===== config.mk =====
export PLATFORM = sky130hd
export DESIGN_NAME = road_speed_ctrl
export DESIGN_NICKNAME = d
export VERILOG_FILES = /design/src/rtl/road_speed_ctrl.sv
export SDC_FILE = /design/constraint.sdc
export NUM_CORES = 1
export LEC_CHECK = 0
export CORE_UTILIZATION = 53
export CTS_BUF_LIST = sky130_fd_sc_hd__clkbuf_4
export DETAILED_ROUTE_END_ITERATION = 6
export PLACE_DENSITY = 0.78
export SLEW_MARGIN = 0
export SYNTH_ARGS = -nofsm -noshare
export SYNTH_HDL_FRONTEND = slang
export SYNTH_SLANG_ARGS = --single-unit

===== constraint.sdc =====
create_clock -name clk -period 2.5 [get_ports clk]
set_input_delay 0.25 -clock clk [delete_from_list [all_inputs] [get_ports clk]]
set_output_delay 0.25 -clock clk [all_outputs]
set_load 0.05 [all_outputs]

===== src/rtl/road_speed_ctrl.sv =====
// Frame-paced road speed controller: gas/brake/coast speed model with crash freeze,
// a turbo boost that has a cooldown, and a saturating odometer.
module road_speed_ctrl #(
    parameter int SPEED_W         = 4,
    parameter int MAX_SPEED       = 5,
    parameter int TURBO_MAX_SPEED = 10,
    parameter int ACCEL_STEP      = 1,
    parameter int BRAKE_STEP      = 2,
    parameter int COAST_STEP      = 1,
    parameter int CRASH_FRAMES    = 30,
    parameter int TURBO_FRAMES    = 90,
    parameter int TURBO_COOLDOWN  = 60,
    parameter int DIST_W          = 16
) (
    input  logic               clk,
    input  logic               reset,
    input  logic               startOfFrame,
    input  logic               gas_button,
    input  logic               brake_button,
    input  logic               turbo_req,
    input  logic               road_collision,
    input  logic               odo_clear,
    output logic [SPEED_W-1:0] road_speed,
    output logic               crashed,
    output logic               turbo_active,
    output logic               turbo_ready,
    output logic [DIST_W-1:0]  distance
);
    // Two spare bits so speed +/- step never wraps before clamping.
    localparam int AW   = SPEED_W + 2;
    localparam int DW1  = DIST_W + 1;
    localparam int CW   = $clog2(CRASH_FRAMES + 1);
    localparam int TMAX = (TURBO_FRAMES > TURBO_COOLDOWN) ? TURBO_FRAMES : TURBO_COOLDOWN;
    localparam int TW   = $clog2(TMAX + 1);

    localparam logic [AW-1:0] MAX_LIM   = AW'(MAX_SPEED);
    localparam logic [AW-1:0] TURBO_LIM = AW'(TURBO_MAX_SPEED);
    localparam logic [AW-1:0] ACC       = AW'(ACCEL_STEP);
    localparam logic [AW-1:0] BRK       = AW'(BRAKE_STEP);
    localparam logic [AW-1:0] CST       = AW'(COAST_STEP);

    typedef enum logic [1:0] {IDLE = 2'd0, DRIVE = 2'd1, CRASH = 2'd2} main_t;
    typedef enum logic [1:0] {T_READY = 2'd0, T_ON = 2'd1, T_COOL = 2'd2} turbo_t;

    main_t              main_r, main_n;
    turbo_t             turbo_r, turbo_n;
    logic [CW-1:0]      crash_cnt_r, crash_cnt_n;
    logic [TW-1:0]      turbo_cnt_r, turbo_cnt_n;
    logic [SPEED_W-1:0] speed_n;
    logic [DIST_W-1:0]  dist_n;
    logic               arm_s, boost_s;
    logic [AW-1:0]      cur_s, limit_s, drive_spd_s;
    logic [DW1-1:0]     dist_sum_s;

    // Turbo arming applies its raised limit in the very frame it is armed.
    assign arm_s   = (turbo_r == T_READY) && turbo_req && (main_r == DRIVE) && !road_collision;
    assign boost_s = (turbo_r == T_ON) || arm_s;

    // Candidate DRIVE-state speed for this frame from the pedal inputs.
    always_comb begin
        cur_s       = AW'(road_speed);
        limit_s     = boost_s ? TURBO_LIM : MAX_LIM;
        drive_spd_s = cur_s;
        if (gas_button && brake_button) begin
            drive_spd_s = cur_s;
        end else if (gas_button) begin
            if (cur_s < limit_s) begin
                drive_spd_s = ((cur_s + ACC) > limit_s) ? limit_s : (cur_s + ACC);
            end else if (cur_s > limit_s) begin
                drive_spd_s = (cur_s >= (limit_s + CST)) ? (cur_s - CST) : limit_s;
            end else begin
                drive_spd_s = cur_s;
            end
        end else if (brake_button) begin
            drive_spd_s = (cur_s > BRK) ? (cur_s - BRK) : {AW{1'b0}};
        end else begin
            drive_spd_s = (cur_s > CST) ? (cur_s - CST) : {AW{1'b0}};
        end
    end

    // Main FSM, crash counter, speed and odometer next-state.
    always_comb begin
        main_n      = main_r;
        crash_cnt_n = crash_cnt_r;
        speed_n     = road_speed;
        dist_n      = distance;
        dist_sum_s  = {1'b0, distance} + DW1'(road_speed);
        if (startOfFrame) begin
            case (main_r)
                IDLE: main_n = DRIVE;
                DRIVE: begin
                    if (road_collision) begin
                        main_n      = CRASH;
                        speed_n     = {SPEED_W{1'b0}};
                        crash_cnt_n = CW'(CRASH_FRAMES);
                    end else begin
                        speed_n = drive_spd_s[SPEED_W-1:0];
                    end
                end
                CRASH: begin
                    speed_n = {SPEED_W{1'b0}};
                    if (road_collision) begin
                        crash_cnt_n = CW'(CRASH_FRAMES);
                    end else if (crash_cnt_r <= CW'(1)) begin
                        crash_cnt_n = {CW{1'b0}};
                        main_n      = DRIVE;
                    end else begin
                        crash_cnt_n = crash_cnt_r - CW'(1);
                    end
                end
                default: main_n = IDLE;
            endcase
            if (main_r != IDLE) begin
                dist_n = dist_sum_s[DIST_W] ? {DIST_W{1'b1}} : dist_sum_s[DIST_W-1:0];
            end else begin
                dist_n = distance;
            end
        end else begin
            main_n = main_r;
        end
        if (odo_clear) begin
            dist_n = {DIST_W{1'b0}};
        end else begin
            dist_n = dist_n;
        end
    end

    // Turbo FSM next-state; a crash cuts an active turbo straight into cooldown.
    always_comb begin
        turbo_n     = turbo_r;
        turbo_cnt_n = turbo_cnt_r;
        if (startOfFrame) begin
            case (turbo_r)
                T_READY: begin
                    if (arm_s) begin
                        turbo_n     = T_ON;
                        turbo_cnt_n = TW'(TURBO_FRAMES);
                    end else begin
                        turbo_n = T_READY;
                    end
                end
                T_ON: begin
                    if (((main_r == DRIVE) && road_collision) || (turbo_cnt_r <= TW'(1))) begin
                        turbo_n     = T_COOL;
                        turbo_cnt_n = TW'(TURBO_COOLDOWN);
                    end else begin
                        turbo_cnt_n = turbo_cnt_r - TW'(1);
                    end
                end
                T_COOL: begin
                    if (turbo_cnt_r <= TW'(1)) begin
                        turbo_n     = T_READY;
                        turbo_cnt_n = {TW{1'b0}};
                    end else begin
                        turbo_cnt_n = turbo_cnt_r - TW'(1);
                    end
                end
                default: turbo_n = T_READY;
            endcase
        end else begin
            turbo_n = turbo_r;
        end
    end

    // State and registered outputs.
    always_ff @(posedge clk) begin
        if (reset) begin
            main_r       <= IDLE;
            turbo_r      <= T_READY;
            crash_cnt_r  <= {CW{1'b0}};
            turbo_cnt_r  <= {TW{1'b0}};
            road_speed   <= {SPEED_W{1'b0}};
            crashed      <= 1'b0;
            turbo_active <= 1'b0;
            turbo_ready  <= 1'b1;
            distance     <= {DIST_W{1'b0}};
        end else begin
            main_r       <= main_n;
            turbo_r      <= turbo_n;
            crash_cnt_r  <= crash_cnt_n;
            turbo_cnt_r  <= turbo_cnt_n;
            road_speed   <= speed_n;
            crashed      <= (main_n == CRASH);
            turbo_active <= (turbo_n == T_ON);
            turbo_ready  <= (turbo_n == T_READY);
            distance     <= dist_n;
        end
    end
endmodule


==> flow_summary.toml, run 1 <==
[job]
maxCapViolations = 0

[final_layout]
fill_cells = 407
area_delta_synth_final_pct = 26.9
fin_nets = 469
drive_gt1_frac = 0.187
finalNonFillerCells = 503
antenna_cells = 0
final_area_um2 = 3730

[yosys]
yosys_warnings = 0
synth_seq_area_share = 0.266
synthCells = 378
syn_area_um2 = 2940
synth_area_leaders = "dfxtp_1 (27%), ha_1 (12%), nor2_1 (6.3%)"
yosysMostFrequentCell = "nor2_1"
synth-edff-count = 0
yosysTopAreaCell = "dfxtp_1"
synth_fp_nets = 415
synth.top_cells.by_count = "nor2_1 (49), dfxtp_1 (39), nand2_1 (37)"
syn_area_per_cell_um2 = 7.77
ys.flop_type = "dfxtp_1"
ys_ff_latch = 39
yosysTopAreaCellShare = 0.266
ys_types = 64
async_flop_share = 0

[grt]
grtUsageTotal = 0.262
grt_pass1_wl_um = 12500
grt_max_degree = 17
first_global_vias = 2697
gr-total-overflow = 0
antenna_found_initial = 0

[die]
die-area_um2 = 5840
num_io_pins = 31
fp.dieW_um = 76.4
start_util = 0.564
core_um2 = 5200
die_h_um = 76.4
rows = 26

[clock_network]
cts_max_level = 2
clock_tree.root_cell = "clkbuf_4"
postCtsHoldBufs = 0
clkSinkCount = 39
cts_tree = "done"
clk-insertion-delay-late_ps = 360
clockBufferDepth = 2
cts_buffers = 5
path_clk_slew_ps = 120

[timing]
period_share = 0.967
fmax_mhz = 414
finClkSkew_ps = 5.26
min_period_ps = 2420
drv_slew = 0
slew_headroom = 0.589
hold_viol = 0
worstMarginPinSlew_ps = 610
rsz0062_at_grt = "true"
finalSetupViolations = 0

[detailed_routing]
drt_iter0_drc = 156
wirelength_um = 7460
vias_per_cell = 5.82
num_vias = 2929
wl_per_cell_um = 14.8
ant_nets = 0
dr.pass1.iters = 4
route.detailed.drc = 0

[placement]
gp_congestion = 0.891
placedCellCount = 493
port_buffers = 30
detailed_place_hpwl_um = 5580
dpl_cell_area_um2 = 3500

[setup_path]
worstSetupPathType = "flop to flop"
cp.arrival_ps = 2690
crit_path_cell_trace = "inv_4 > ha_4 > nand4b_4 > nand2_4 > buf_4 > ha_2 > a31o_2 > o21ai_2 > and2_4 > mux2i_1 > o221a_2 > a31o_1"
cp_max_fo = 5
critPathRequiredTime_ps = 2770
cp_slowest_cell = "dfxtp_4"
worst_setup_path_start_kind = "flop"
max_stage_delay_ps = 390
worstSetupEndpointType = "flop"

[pwr]
power_density_nw_per_um2 = 397
internal_power_uw = 1080
leakage_uw = 0.00149
clock_power_share = 0.372
ir_drop_mv = 0.346
p_seq_frac = 0.435
pwr-share-comb = 0.192
p_sw_frac = 0.271
switchingPower_uw = 401

[outcome]
status = "completed"

[worst_hold_path]
holdCritPathClass = "flop to flop"
[layer usage]
metal	vias to the layer above	wire, um	global-route usage
met5	-	0	0
li1	1475	-	-
met1	1379	3440	0.344
met3	4	342	0.0611
met2	71	3660	0.435
met4	0	17	0.0538
[logic make-up (layout without fill, tap and decap cells)]
logic type / Yosys count / count (layout) / share of synthesized area
fa+ha+maj: 29 / 29 / 0.126
buf+inv: 34 / 89 / 0.0477
xor+xnor: 7 / 7 / 0.0209
simple gates: 151 / 151 / 0.249
compound gates: 114 / 114 / 0.277
mux: 4 / 4 / 0.0136
flops: 39 / 39 / 0.266
[layout make-up]
class                           instances  area, um^2  area share
Timing Repair Buffer                   57         503       0.135
Sequential cell                        39         796       0.214
Clock inverter                          2        60.1      0.0161
Clock buffer                            6        45.0      0.0121
Tap cell                               70        87.6      0.0235
Multi-Input combinational cell        305        2140       0.574
Inverter                               24        96.3      0.0259
[flip-flops by register name (all words and copies together) (netlist names)]
name,cells
distance,16
turbo_cnt_r,7
crash_cnt_r,5
road_speed,4
main_r,2
turbo_r,2
crashed,1
turbo_active,1
turbo_ready,1
[cell usage in the layout, fill, tap and decap left out, drive strengths merged, types with 14 or more instances in the layout]
master | Yosys | layout
inv | 23 | 23
o21ai | 18 | 18
a21oi | 38 | 38
nor3 | 14 | 14
nand2 | 38 | 38
clkdlybuf4s50 | 0 | 30
ha | 28 | 28
nand3 | 15 | 15
buf | 5 | 27
nor2 | 49 | 49
dfxtp | 39 | 39
[final timing paths]
path	from	end	slack, ps	cells past startpoint
worst min register to register	distance[0]$_SDFFE_PP0P_	distance[0]$_SDFFE_PP0P_	520	2
worst min-delay path	distance[0]$_SDFFE_PP0P_	distance[0]$_SDFFE_PP0P_	520	2
worst max-delay path	turbo_r[0]$_SDFF_PP0_	road_speed[0]$_SDFFE_PP0P_	80	12
worst max register to register	turbo_r[0]$_SDFF_PP0_	road_speed[0]$_SDFFE_PP0P_	80	12
[timing repair]
item,CTS,global route
pin swaps,3,6
gates resized for setup,9,16
setup endpoints to repair,4,11
setup buffers,1,1
[power by group through the flow]
stage               Combinational, uW  Clock [uW]  Sequential, uW
floorplan                         168           0             669
global placement                  260           0             657
detailed placement                266           0             658
CTS                               270         559             644
global route                      312         588             646
finish                            285         550             644
[worst max-delay path, delay by kind of cell (launching register included)]
kind,cells,cell delay [ps]
AO/OA/AOI/OAI,4,850
adder cells (fa/ha/maj),2,440
buffers and inverters,2,180
flip-flops,1,390
multiplexers,1,60
AND/OR/NAND/NOR,3,410
[metrics by stage]
| step | power, uW | setup TNS (ps) | setup WS [ps] | hold slack (ps) | utilization |
|---|---|---|---|---|---|
| 6_report | 1480 | 0 | 83.0 | 515 | 0.716 |
| 5_1_grt | 1550 | -64.2 | -18.1 | 543 | 0.716 |
| 4_1_cts | 1470 | 0 | 4.56 | 519 | 0.700 |
| 3_5_place_dp | 924 | -819 | -219 | 501 | 0.673 |
| 3_3_place_gp | 918 | -391 | -113 | 484 | 0.673 |
| 2_1_floorplan | 837 | 0 | 12.0 | 336 | - |
No activity file was read; power rests on OpenSTA's default activity.
==> run 2: changes to the inputs <==
--- a/config.mk
+++ b/config.mk
@@ -5,10 +5,10 @@
 export SDC_FILE = /design/constraint.sdc
 export NUM_CORES = 1
 export LEC_CHECK = 0
-export CORE_UTILIZATION = 53
+export CORE_UTILIZATION = 25
 export CTS_BUF_LIST = sky130_fd_sc_hd__clkbuf_4
 export DETAILED_ROUTE_END_ITERATION = 6
-export PLACE_DENSITY = 0.78
+export RECOVER_POWER = 25
 export SLEW_MARGIN = 0
 export SYNTH_ARGS = -nofsm -noshare
 export SYNTH_HDL_FRONTEND = slang
==> run 2 against run 1 <==
Routed wire length increased by 1.8%. Sequential share of layout area decreased by 0.86 points. Maximum frequency decreased by 0.31%. Critical endpoint is now road_speed[2]$_SDFFE_PP0P_. Largest cell class unchanged.
==> flow_summary.toml, run 2 (same netlist as run 1, synthesis figures left out) <==
[setup_path]
cp_max_fo = 5
worstSetupEndpointType = "flop"
critPathRequiredTime_ps = 2730
worst_setup_path_start_kind = "flop"
crit_family = "compound AO/OA/AOI/OAI gates"
max_stage_delay_ps = 360
crit_path_cell_trace = "inv_2 > ha_4 > nand4b_4 > nand2_4 > inv_6 > ha_4 > buf_4 > nand2_1 > o311ai_4 > o22ai_4 > buf_4 > a311oi_2 > o31ai_1"
worstSetupPathType = "flop to flop"
cp_slowest_cell = "dfxtp_2"
cp.arrival_ps = 2650
critPathBufInv = 4

[die]
core_um2 = 11400
start_util = 0.257
fp.dieW_um = 110
die_h_um = 110
die-area_um2 = 12200
rows = 39
num_io_pins = 31

[clock_network]
cts_buffers = 5
clkSinkCount = 39
path_clk_slew_ps = 130
cts_max_level = 2
clk-insertion-delay-late_ps = 340
clockBufferDepth = 2
cts_tree = "done"
clock_tree.root_cell = "clkbuf_4"

[final_layout]
final_common_cell = "nor2_1"
mostFrequentLayoutCells = "nor2_1 (49), nand2_1 (36), buf_4 (36)"
fill_cells = 1223
fin_nets = 479
fin_util = 0.341
seqCellArea_um2 = 798
area_delta_synth_final_pct = 32.6
largest_reg_flops = 16
multi_input_area_um2 = 2140
antenna_cells = 0
drive_gt1_frac = 0.196
reg_top3 = "distance (16), turbo_cnt_r (7), crash_cnt_r (5)"
largest_register = "distance"

[timing]
period_share = 0.970
worstMarginPinSlew_ps = 599
drv_slew = 0
min_period_ps = 2420
fmax_mhz = 412
final.setup.tns_ps = 0
hold_viol = 0
finClkSkew_ps = 13.5
finalSetupViolations = 0
slew_headroom = 0.596
setup_slack_ps = 75.5

[detailed_routing]
dr.pass1.iters = 5
wirelength_um = 7600
ant_nets = 0
route.detailed.drc = 0
num_vias = 2907
vias_per_cell = 4.96
wl_per_cell_um = 13.0
drt_iter0_drc = 162

[grt]
grt_max_degree = 19
first_global_vias = 2673
gr-total-overflow = 0
grtUsageTotal = 0.131
grt_pass1_wl_um = 12600
antenna_found_initial = 0

[pwr]
leakage_uw = 0.00155
ir_drop_mv = 0.210
power_density_nw_per_um2 = 378

[placement]
pre_cts_ws_ps = -218
detailed_place_hpwl_um = 5900
gp_congestion = 0.822
port_buffers = 30

[job]
maxCapViolations = 0

[outcome]
status = "completed"

[worst_hold_path]
holdCritPathClass = "flop to flop"
[run 2: changes by cell type in the layout (fill, tap and decap cells not counted), sizes merged]
cell           delta
clkdlybuf4s50     -7
buf               +9
dlygate4sd3       +7
clkinvlp          +1
[run 2: repair_timing]
action | in CTS | in global routing
gates resized for setup | 3 | 22
setup buffers | 0 | 2
pin swaps | 3 | 8
endpoints found under the setup margin | 3 | 7
hold buffers | 0 | 0
[run 2: area by class of cell]
type                       count  area share
clock buffer                   5     0.00964
clock inverter                 3      0.0173
inverter                      24      0.0260
multi-input combinational    305       0.549
sequential                    39       0.205
tap                          143      0.0459
timing repair buffer          67       0.147
[run 2: through the flow]
| step | std cells | hold slack, ps | area [um^2] | total power, uW |
|---|---|---|---|---|
| 2_1_floorplan | 378 | 336 | 2980 | 837 |
| 3_3_place_gp | 576 | 494 | 3670 | 930 |
| 3_5_place_dp | 576 | 496 | 3670 | 935 |
| 4_1_cts | 584 | 515 | 3790 | 1480 |
| 5_1_grt | 586 | 545 | 3890 | 1550 |
| 6_report | 586 | 513 | 3890 | 1470 |
[run 2: path summary, 6_finish.rpt]
kind / start / end / slack, ps / cells past startpoint
max reg2reg: main_r[1]$_SDFF_PP0_ / road_speed[2]$_SDFFE_PP0P_ / 80 / 13
max: main_r[1]$_SDFF_PP0_ / road_speed[2]$_SDFFE_PP0P_ / 80 / 13
min: distance[0]$_SDFFE_PP0P_ / distance[0]$_SDFFE_PP0P_ / 510 / 2
min reg2reg: distance[0]$_SDFFE_PP0P_ / distance[0]$_SDFFE_PP0P_ / 510 / 2
[run 2: layer usage]
| layer | GRT usage | vias to the layer above | routed length, um |
|---|---|---|---|
| li1 | - | 1491 | - |
| met1 | 0.185 | 1348 | 3790 |
| met2 | 0.206 | 62 | 3380 |
| met3 | 0.0235 | 6 | 387 |
| met4 | 0.0282 | 0 | 51 |
| met5 | 0 | - | 0 |
[run 2: worst register-to-register path, stage by stage (launching register included)]
cell	delay, ps
dfxtp_2	360
inv_2	70
ha_4	160
nand4b_4	110
nand2_4	150
inv_6	60
ha_4	280
buf_4	110
nand2_1	80
o311ai_4	300
o22ai_4	130
buf_4	160
a311oi_2	250
o31ai_1	90
[run 2: power breakdown]
part / internal (uW) / leakage [uW] / switching, uW
Sequential: 631 / 0.000320 / 12.7
Combinational: 125 / 0.00118 / 163
Clock: 311 / 0.0000514 / 228
Total: 1070 / 0.00155 / 404
==> run 3: changes to the inputs <==
--- a/config.mk
+++ b/config.mk
@@ -5,8 +5,10 @@
 export SDC_FILE = /design/constraint.sdc
 export NUM_CORES = 1
 export LEC_CHECK = 0
-export CORE_UTILIZATION = 25
+export ABC_CLOCK_PERIOD_IN_PS = 2500
+export CORE_UTILIZATION = 40
 export CTS_BUF_LIST = sky130_fd_sc_hd__clkbuf_4
+export CTS_CLUSTER_SIZE = 24
 export DETAILED_ROUTE_END_ITERATION = 6
 export RECOVER_POWER = 25
 export SLEW_MARGIN = 0
==> run 3 against run 2 <==
Via count is 1.6% higher. Routed wire length down 1.7%. First-iteration DRC count decreased by 16%. Sequential power is essentially flat. Core utilization increased by 21 points. Critical endpoint is now road_speed[0]$_SDFFE_PP0P_. Highest routed layer unchanged.
==> flow_summary.toml, run 3 (same netlist as run 1, synthesis figures left out) <==
[setup_path]
critPathRequiredTime_ps = 2750
worstSetupEndpointType = "flop"
worstSetupPathType = "flop to flop"
cp.arrival_ps = 2630
worst_setup_path_start_kind = "flop"
cp_max_fo = 5

[outcome]
status = "completed"

[final_layout]
antenna_cells = 0
final_common_cell = "nor2_1"
largest_reg_flops = 16
mostFrequentLayoutCells = "nor2_1 (49), buf_4 (38), nand2_1 (36)"
area_delta_synth_final_pct = 30.0
reg_top3 = "distance (16), turbo_cnt_r (7), crash_cnt_r (5)"
fin_util = 0.550
largest_register = "distance"
fin_nets = 481
drive_gt1_frac = 0.191

[pwr]
power.total_uw = 1470
leakage_uw = 0.00158
power_density_nw_per_um2 = 384
ir_drop_mv = 0.268

[timing]
slew_headroom = 0.590
fmax_mhz = 420
drv_slew = 0
worstMarginPinSlew_ps = 609
period_share = 0.952
final.setup.tns_ps = 0
finClkSkew_ps = 7.32
min_period_ps = 2380
timing.hold.ws_ps = 505
hold_viol = 0
finalSetupViolations = 0

[clock_network]
clockBufferDepth = 2
cts_buffers = 5
cts_tree = "done"
clk-insertion-delay-late_ps = 340
cts_max_level = 2
path_clk_slew_ps = 120
postCtsHoldBufs = 0
clock_tree.root_cell = "clkbuf_4"
clkSinkCount = 39

[detailed_routing]
wirelength_um = 7470
num_vias = 2954
ant_nets = 0
dr.pass1.iters = 4
drt_iter0_drc = 136
wl_per_cell_um = 13.8
vias_per_cell = 5.46
route.detailed.drc = 0

[grt]
gr-total-overflow = 0
first_global_vias = 2775
grt_pass1_wl_um = 12700
grtUsageTotal = 0.207
antenna_found_initial = 0
grt_max_degree = 18

[worst_hold_path]
holdCritPathClass = "flop to flop"

[die]
start_util = 0.423
rows = 30
die_h_um = 87.7
core_um2 = 6940
die-area_um2 = 7690
fp.dieW_um = 87.7
num_io_pins = 31

[placement]
detailed_place_hpwl_um = 5710
gp_congestion = 0.869
port_buffers = 30

[job]
maxCapViolations = 0
-- run 3: cell count changes in the layout (fill, tap and decap cells not counted), sizes merged --
| cell | before | now |
|---|---|---|
| clkinvlp | 1 | 0 |
| clkbuf | 6 | 7 |
| buf | 36 | 38 |
-- run 3: path summary, 6_finish.rpt --
kind / from / end / slack, ps / depth (start not counted)
worst max-delay path: turbo_r[0]$_SDFF_PP0_ / road_speed[0]$_SDFFE_PP0P_ / 120 / 12
worst max register to register: turbo_r[0]$_SDFF_PP0_ / road_speed[0]$_SDFFE_PP0P_ / 120 / 12
worst min register to register: distance[0]$_SDFFE_PP0P_ / distance[0]$_SDFFE_PP0P_ / 510 / 2
worst min-delay path: distance[0]$_SDFFE_PP0P_ / distance[0]$_SDFFE_PP0P_ / 510 / 2
-- run 3: timing repair --
item                       4_1_cts  5_1_grt
resized for setup                5       16
buffers inserted                 1        0
pin swaps                        3        8
setup endpoints to repair        3        8
-- run 3: final cells by class --
cell class / instances / area, um^2
sequential: 39 / 796
fill: 640 / 3130
multi-input combinational: 305 / 2110
clock buffer: 6 / 45.0
timing repair buffer: 69 / 589
tap: 96 / 120
clock inverter: 2 / 60.1
inverter: 24 / 101
-- run 3: power breakdown --
part,total [uW],internal [uW],switching [uW]
clock network,539,323,216
logic,284,124,160
registers,643,631,12.1
total,1470,1080,389
-- run 3: through the flow --
step                      setup WS, ps  std cells  instance area [um^2]
after global routing             -3.84        541                  3820
final                              119        541                  3820
after detailed placement          -226        532                  3630
after CTS                         1.44        541                  3770
after floorplan                   12.0        378                  2980
after global placement            -183        532                  3630
-- run 3: critical path: stages, from the launching register on --
cell and delay, ps:
dfxtp_4 390, inv_4 60, ha_4 140, nand4b_4 110, nand2_4 130, inv_6 50
ha_4 150, o311a_1 320, a31o_1 220, o22ai_4 240, a21oi_2 90, o21bai_1 170
a31o_1 210
-- run 3: routing by layer --
| metal | track usage | part of all wire | up-vias |
|---|---|---|---|
| met5 | 0 | 0 | - |
| met4 | 0.0566 | 0.015 | 0 |
| met3 | 0.0396 | 0.054 | 10 |
| met2 | 0.348 | 0.47 | 65 |
| met1 | 0.270 | 0.46 | 1379 |
| li1 | - | - | 1500 |
